$ cat src/rtl/ccc_lock_sequencer_if.sv
// ----------------------------------------------------------------------------
// ccc_lock_sequencer_if
// Bundles the control, status and per-channel signals of ccc_lock_sequencer.
//   lock          : CCC lock, asynchronous to the sequencer clock
//   sw_rst        : request to re-run the bring-up sequence
//   div_ratio     : per-channel clock-enable ratio, channel i at [i*DIV_WIDTH +: DIV_WIDTH]
//   rst_out       : per-channel active-high reset
//   clk_en        : per-channel single-cycle clock-enable pulse
//   ready         : all channels released
//   lock_lost_cnt : saturating count of lock-loss events
//   state         : 0 WAIT_LOCK, 1 STABLE, 2 RELEASE, 3 RUN
// master = the side that drives lock/sw_rst/div_ratio; slave = the sequencer.
// ----------------------------------------------------------------------------
interface ccc_lock_sequencer_if #(
    parameter int NUM_CH    = 4,
    parameter int DIV_WIDTH = 8
);
    logic                        lock;
    logic                        sw_rst;
    logic [NUM_CH*DIV_WIDTH-1:0] div_ratio;
    logic [NUM_CH-1:0]           rst_out;
    logic [NUM_CH-1:0]           clk_en;
    logic                        ready;
    logic [7:0]                  lock_lost_cnt;
    logic [1:0]                  state;

    modport master (
        output lock, sw_rst, div_ratio,
        input  rst_out, clk_en, ready, lock_lost_cnt, state
    );

    modport slave (
        input  lock, sw_rst, div_ratio,
        output rst_out, clk_en, ready, lock_lost_cnt, state
    );
endinterface

$ cat src/rtl/ccc_lock_sequencer.sv
// ----------------------------------------------------------------------------
// ccc_lock_sequencer
// Qualifies the CCC lock output and releases NUM_CH per-domain resets in
// ascending order, SEQ_GAP cycles apart, after LOCK_STABLE_CYCLES cycles of
// continuous synchronised lock. Each released channel gets a programmable
// clock-enable pulse. Lock losses after qualification are counted.
// Ports:
//   clk : CCC global clock, the only clock
//   rst : synchronous active-high reset, overrides everything
//   bus : ccc_lock_sequencer_if slave (lock, sw_rst, div_ratio in;
//         rst_out, clk_en, ready, lock_lost_cnt, state out)
// ----------------------------------------------------------------------------
module ccc_lock_sequencer #(
    parameter int NUM_CH             = 4,
    parameter int LOCK_STABLE_CYCLES = 1024,
    parameter int SEQ_GAP            = 16,
    parameter int DIV_WIDTH          = 8
) (
    input  logic                  clk,
    input  logic                  rst,
    ccc_lock_sequencer_if.slave   bus
);
    localparam logic [1:0] ST_WAIT_LOCK = 2'd0;
    localparam logic [1:0] ST_STABLE    = 2'd1;
    localparam logic [1:0] ST_RELEASE   = 2'd2;
    localparam logic [1:0] ST_RUN       = 2'd3;

    localparam int STAB_W = (LOCK_STABLE_CYCLES > 2) ? $clog2(LOCK_STABLE_CYCLES) : 1;
    localparam int GAP_W  = $clog2(SEQ_GAP + 1);
    localparam int CH_W   = 4;

    logic              lock_meta_reg, lock_s_reg;
    logic [1:0]        state_reg, state_next;
    logic [STAB_W-1:0] stab_cnt_reg, stab_cnt_next;
    logic [GAP_W-1:0]  gap_cnt_reg, gap_cnt_next;
    logic [CH_W-1:0]   ch_idx_reg, ch_idx_next;   // next channel to release
    logic [NUM_CH-1:0] rst_out_reg, rst_out_next;
    logic              ready_reg, ready_next;
    logic [7:0]        lost_cnt_reg, lost_cnt_next;
    logic [NUM_CH-1:0] clk_en_vec;

    // Two-flop synchroniser: nothing else looks at the raw lock input.
    always_ff @(posedge clk) begin
        if (rst) begin
            lock_meta_reg <= 1'b0;
            lock_s_reg    <= 1'b0;
        end else begin
            lock_meta_reg <= bus.lock;
            lock_s_reg    <= lock_meta_reg;
        end
    end

    always_comb begin
        state_next    = state_reg;
        stab_cnt_next = stab_cnt_reg;
        gap_cnt_next  = gap_cnt_reg;
        ch_idx_next   = ch_idx_reg;
        rst_out_next  = rst_out_reg;
        ready_next    = ready_reg;
        lost_cnt_next = lost_cnt_reg;

        if (bus.sw_rst && (state_reg != ST_WAIT_LOCK)) begin
            // Software restart wins over a coincident lock loss: no count.
            state_next   = ST_WAIT_LOCK;
            rst_out_next = '1;
            ready_next   = 1'b0;
        end else begin
            case (state_reg)
                ST_WAIT_LOCK: begin
                    rst_out_next = '1;
                    ready_next   = 1'b0;
                    if (lock_s_reg) begin
                        state_next    = ST_STABLE;
                        stab_cnt_next = '0;
                    end
                end
                ST_STABLE: begin
                    if (!lock_s_reg) begin
                        // Lock never qualified, so this is not a lock loss.
                        state_next = ST_WAIT_LOCK;
                    end else if (stab_cnt_reg == STAB_W'(LOCK_STABLE_CYCLES - 1)) begin
                        rst_out_next[0] = 1'b0;
                        gap_cnt_next    = '0;
                        ch_idx_next     = CH_W'(1);
                        if (NUM_CH == 1) begin
                            state_next = ST_RUN;
                            ready_next = 1'b1;
                        end else begin
                            state_next = ST_RELEASE;
                        end
                    end else begin
                        stab_cnt_next = stab_cnt_reg + STAB_W'(1);
                    end
                end
                default: begin  // ST_RELEASE and ST_RUN
                    if (!lock_s_reg) begin
                        state_next   = ST_WAIT_LOCK;
                        rst_out_next = '1;
                        ready_next   = 1'b0;
                        if (lost_cnt_reg != 8'hFF) begin
                            lost_cnt_next = lost_cnt_reg + 8'd1;
                        end
                    end else if (state_reg == ST_RELEASE) begin
                        if (gap_cnt_reg == GAP_W'(SEQ_GAP - 1)) begin
                            gap_cnt_next = '0;
                            for (int i = 0; i < NUM_CH; i++) begin
                                if (ch_idx_reg == CH_W'(i)) begin
                                    rst_out_next[i] = 1'b0;
                                end
                            end
                            ch_idx_next = ch_idx_reg + CH_W'(1);
                            if (ch_idx_reg == CH_W'(NUM_CH - 1)) begin
                                state_next = ST_RUN;
                                ready_next = 1'b1;
                            end
                        end else begin
                            gap_cnt_next = gap_cnt_reg + GAP_W'(1);
                        end
                    end
                end
            endcase
        end
    end

    always_ff @(posedge clk) begin
        if (rst) begin
            state_reg    <= ST_WAIT_LOCK;
            stab_cnt_reg <= '0;
            gap_cnt_reg  <= '0;
            ch_idx_reg   <= '0;
            rst_out_reg  <= '1;
            ready_reg    <= 1'b0;
            lost_cnt_reg <= 8'd0;
        end else begin
            state_reg    <= state_next;
            stab_cnt_reg <= stab_cnt_next;
            gap_cnt_reg  <= gap_cnt_next;
            ch_idx_reg   <= ch_idx_next;
            rst_out_reg  <= rst_out_next;
            ready_reg    <= ready_next;
            lost_cnt_reg <= lost_cnt_next;
        end
    end

    // Per-channel divider. While the channel is (or is about to be) in reset
    // the counter is held at 0 and the ratio tracks the input, so the value
    // in place at the release edge is the one used for the first period.
    // The enable is registered from the current count, so the first pulse
    // lands R+1 cycles after release and is killed on a reasserting edge.
    for (genvar gi = 0; gi < NUM_CH; gi++) begin : g_div
        logic [DIV_WIDTH-1:0] cnt_reg;
        logic [DIV_WIDTH-1:0] ratio_reg;
        logic                 en_reg;

        always_ff @(posedge clk) begin
            if (rst) begin
                cnt_reg   <= '0;
                ratio_reg <= '0;
                en_reg    <= 1'b0;
            end else if (rst_out_reg[gi] || rst_out_next[gi]) begin
                cnt_reg   <= '0;
                ratio_reg <= bus.div_ratio[gi*DIV_WIDTH +: DIV_WIDTH];
                en_reg    <= 1'b0;
            end else begin
                en_reg <= (cnt_reg == ratio_reg);
                if (cnt_reg == ratio_reg) begin
                    cnt_reg   <= '0;
                    ratio_reg <= bus.div_ratio[gi*DIV_WIDTH +: DIV_WIDTH];
                end else begin
                    cnt_reg <= cnt_reg + DIV_WIDTH'(1);
                end
            end
        end

        assign clk_en_vec[gi] = en_reg;
    end

    assign bus.rst_out       = rst_out_reg;
    assign bus.clk_en        = clk_en_vec;
    assign bus.ready         = ready_reg;
    assign bus.lock_lost_cnt = lost_cnt_reg;
    assign bus.state         = state_reg;
endmodule
$ cat src/flat_wrapper.sv
// flat-port wrapper written by rule: the top's interface ports become plain ports
module ccc_lock_sequencer_flat 
#(
    parameter int NUM_CH             = 4,
    parameter int LOCK_STABLE_CYCLES = 1024,
    parameter int SEQ_GAP            = 16,
    parameter int DIV_WIDTH          = 8
)
  (clk, rst, bus_lock, bus_sw_rst, bus_div_ratio, bus_rst_out, bus_clk_en, bus_ready, bus_lock_lost_cnt, bus_state);
  ccc_lock_sequencer_if #(.NUM_CH(NUM_CH), .DIV_WIDTH(DIV_WIDTH)) bus_i ();
  input  logic clk;
  input  logic rst;
  input wire logic [$bits(bus_i.lock)-1:0] bus_lock;
  input wire logic [$bits(bus_i.sw_rst)-1:0] bus_sw_rst;
  input wire logic [$bits(bus_i.div_ratio)-1:0] bus_div_ratio;
  output wire logic [$bits(bus_i.rst_out)-1:0] bus_rst_out;
  output wire logic [$bits(bus_i.clk_en)-1:0] bus_clk_en;
  output wire logic [$bits(bus_i.ready)-1:0] bus_ready;
  output wire logic [$bits(bus_i.lock_lost_cnt)-1:0] bus_lock_lost_cnt;
  output wire logic [$bits(bus_i.state)-1:0] bus_state;
  assign bus_i.lock = bus_lock;
  assign bus_i.sw_rst = bus_sw_rst;
  assign bus_i.div_ratio = bus_div_ratio;
  assign bus_rst_out = bus_i.rst_out;
  assign bus_clk_en = bus_i.clk_en;
  assign bus_ready = bus_i.ready;
  assign bus_lock_lost_cnt = bus_i.lock_lost_cnt;
  assign bus_state = bus_i.state;
  ccc_lock_sequencer #(.NUM_CH(NUM_CH), .LOCK_STABLE_CYCLES(LOCK_STABLE_CYCLES), .SEQ_GAP(SEQ_GAP), .DIV_WIDTH(DIV_WIDTH)) u_core (.clk(clk), .rst(rst), .bus(bus_i));
endmodule
$ cat config.mk
export PLATFORM = sky130hd
export DESIGN_NAME = ccc_lock_sequencer_flat
export DESIGN_NICKNAME = d
export VERILOG_FILES = /design/src/rtl/ccc_lock_sequencer_if.sv /design/src/rtl/ccc_lock_sequencer.sv /design/src/flat_wrapper.sv
export SDC_FILE = /design/constraint.sdc
export NUM_CORES = 1
export LEC_CHECK = 0
export BUFFER_PORTS_ARGS = -buffer_cell sky130_fd_sc_hd__buf_2
export CAP_MARGIN = 30
export CORE_MARGIN = 8
export CORE_UTILIZATION = 50
export DETAILED_ROUTE_END_ITERATION = 16
export HOLD_SLACK_MARGIN = 0.1
export MAX_ROUTING_LAYER = met4
export PLACE_DENSITY = 0.7
export SETUP_SLACK_MARGIN = 0.4
export SLEW_MARGIN = 20
export SYNTH_ARGS = -nofsm -noshare
export SYNTH_HDL_FRONTEND = slang
export SYNTH_SLANG_ARGS = --single-unit
$ cat constraint.sdc
create_clock -name clk -period 2.47 [get_ports clk]
set_input_delay 0.3705 -clock clk [delete_from_list [all_inputs] [get_ports clk]]
set_output_delay 0.3705 -clock clk [all_outputs]
set_load 0.01 [all_outputs]
==> results.tsv <==
stage	metric	value	unit
outcome	status	completed	
pwr	Max VDD drop	0.336	mV
die	die width	114	µm
synthesis	Avg Synthesized Cell Area	9.30	µm²
clocking	root buffer cell	clkbuf_8	
setup_path	FF-to-FF setup slack	0.49	ns
setup_path	crit path capture	u_core.ch_idx_reg[0]	
synthesis	syn_nets	561	
drt	Final ANT Viol Nets	0	
synthesis	fraction of the mapped netlist area in simple logic gates	0.242	
timing	Worst Clk Skew	0.00840	ns
pwr	P_leak	2.19	nW
setup_path	Crit Path Max Fanout	6	
die	Ports	55	
pwr	pwr dens	523	nW/µm²
drt	drt wl/cell	13.7	µm
drt	1st-pass router iterations	4	
global_routing	Global Route Usage Sum	0.159	
setup_path	number of cells on the critical path	7	
final_layout	commonest non-fill, non-tap cell in the layout	dfxtp_1	
drt	number of remaining DRC errors	0	
clocking	TritonCTS clock tree	yes	
timing	Slew Limit Fails	0	
setup_path	r2r worst-path depth	7	
synthesis	largest family of logic cells by synthesized area	simple AND/OR/NAND/NOR gates	
drt	Routed WL	9680	µm
setup_path	critical-path cell list	ha_1 > and4_1 > nand4_1 > a211oi_2 > buf_4 > nor2_1 > a211oi_1	
final_layout	layout cells sized above 1	0.167	
global_routing	total gr overflow	0	
timing	RSZ-0062 raised after global routing	yes	
final_layout	final instance area	5390	µm²
global_routing	largest net degree at the start of global routing	74	
place	IO Port Bufs	54	
synthesis	Synth Warn #	0	
synthesis	multiplexer area fraction after synthesis	0.0733	
synthesis	post-synthesis compound-gate area fraction	0.0723	
drt	DR vias/cell	5.29	
synthesis	sequential-to-total area share from yosys stat	0.436	
setup_path	CP Launch Point	u_core.stab_cnt_reg[0]	
setup_path	Crit path largest cell delay	0.40	ns
timing	final setup TNS	0	ns
setup_path	worst path required time	2.73	ns
clocking	clk_lat worst skew	0.36	ns
setup_path	WS Path Type	reg -> reg	
final_layout	most frequent cells in the layout	dfxtp_1 (103), nor2_1 (72), buf_2 (54)	
clocking	CTS buffer count	9	
setup_path	slowest stage cell, crit path	dfxtp_1	
clocking	clk sinks	104	
final_layout	final core occ	0.584	
clocking	H-tree lvl count	3	
place	dpl cell area	5190	µm²
global_routing	first-pass GRT wire length	16800	µm
global_routing	vias in the first global route	3759	
die	Core Area	9240	µm²
timing	final period utilization	0.803	
die	die height	114	µm
min_path	worst min-delay path class	in -> reg	
setup_path	crit start category	register	
drt	initial DRC count	134	
setup_path	RR Endpoint	u_core.ch_idx_reg[0]	
global_routing	initial antenna violation count	0	
final_layout	Area Overhead vs Synth	12.9	%
timing	Slew headroom	0.537	
place	gpl congestion	0.835	
synthesis	Post-synth ARST share	0	
die	# rows	35	
synthesis	cells after synthesis	514	
die	Die ar.	12900	µm²
synthesis	number of synthesized flops with an enable pin	0	
synthesis	count of cell types in the netlist	50	
timing	hold_ws	0.236	ns
setup_path	reg2reg start	u_core.stab_cnt_reg[0]	
setup_path	crit path buf inv count	1	
clocking	CTS clk-pin slew, worst paths	0.10	ns
timing	final hold violations	0	
clocking	hold bufs inserted after CTS	0	
drt	via count	3730	
synthesis	count of state elements after synthesis	104	
setup_path	CP arrival	2.24	ns
clocking	clk buf depth	2	
timing	fin crit period	1.98	ns
setup_path	Crit path max-delay family	simple AND/OR/NAND/NOR gates	
synthesis	synthesized area	4780	µm²
setup_path	crit end category	register	
place	Detail Placement HPWL	7030	µm
timing	Peak Freq	504	MHz
final_layout	Final #Nets	619	
synthesis	Synth Area in Adders	0.0288	
timing	Worst-Margin Slew	0.694	ns
final_layout	diodes inserted	0	
synthesis	Synth Area in XOR/XNOR	0.123	
timing	final setup vio count	0	
run	maxcap violations	0	
die	initial core utilization	0.517	
synthesis	dominant synthesized flop cell	dfxtp_1	
[power by group]
group          internal (mW)  leakage (nW)  switching (mW)
clock network          0.372        0.0769           0.576
registers               1.71         0.848          0.0225
logic                 0.0704          1.26          0.0762
[worst min path at each step]
stage	start	endpoint	slack, ns	cells past startpoint
finish	bus_lock	u_core.lock_meta_reg	0.24	2
global route	bus_lock	u_core.lock_meta_reg	0.22	2
CTS	bus_lock	u_core.lock_meta_reg	0.22	2
detailed placement	u_core.lock_meta_reg	u_core.lock_s_reg	0.45	1
global placement	u_core.lock_meta_reg	u_core.lock_s_reg	0.44	1
floorplan	u_core.lock_meta_reg	u_core.lock_s_reg	0.41	1
[cell families (layout without fill, tap and decap cells)]
group	count (synthesis)	count (layout)
muxes	35	35
xor gates and xnor gates	67	67
buffers and inverters	26	88
DFF	104	104
adders and majority gates	11	11
and+or+nand+nor	223	223
AOI/OAI and AO/OA	48	48
[cells in the mapped netlist (all sizes together), types with 4 or more instances]
master    n  area share
nor2     72       0.057
mux2i    35       0.073
buf       8       0.012
nand4    14       0.018
o21ai    10       0.013
nor2b     5      0.0065
nand2    24       0.019
xnor2    28       0.051
xor2     39       0.071
ha       11       0.029
a211oi    4      0.0063
inv       8      0.0063
nor3     15       0.016
nand2b   22       0.029
dfxtp   104        0.44
clkbuf   10      0.0079
nand3    25       0.027
and3     14       0.019
a21oi    14       0.015
or2       4      0.0052
nand4b    5       0.010
nor4      7      0.0092
[routing by layer]
layer	vias to the layer above	share of wire	GRT usage
met5	-	0	-
met4	0	0.011	0.0470
met3	8	0.041	0.0407
met2	84	0.48	0.262
met1	1742	0.47	0.188
li1	1896	-	-
[worst reg2reg max path, stage by stage, from the launching register on]
cell	delay (ns)
dfxtp_1	0.40
ha_1	0.28
and4_1	0.31
nand4_1	0.23
a211oi_2	0.23
buf_4	0.16
nor2_1	0.04
a211oi_1	0.23
[per-stage QoR]
step,setup slack (ns),power [mW],std cells
5_1_grt,0.385,2.95,705
2_1_floorplan,0.582,1.86,514
6_report,0.486,2.82,705
3_5_place_dp,0.312,1.91,688
4_1_cts,0.426,2.87,704
3_3_place_gp,0.414,1.91,688
[repair_timing]
item	CTS	global route
gates resized for setup	1	6
setup endpoints to repair	11	21
buffers inserted	1	1
cloned	0	0
pin swaps	1	1
[cell type report]
class	count	area, µm²
flip-flops and latches	104	2080
repair buffers	65	353
multi-input cells	384	2600
inverters	8	30.0
clock inverters	5	42.5
well taps	129	161
fillers	818	3850
clock buffers	10	128
(Power assumes the default switching activity.)
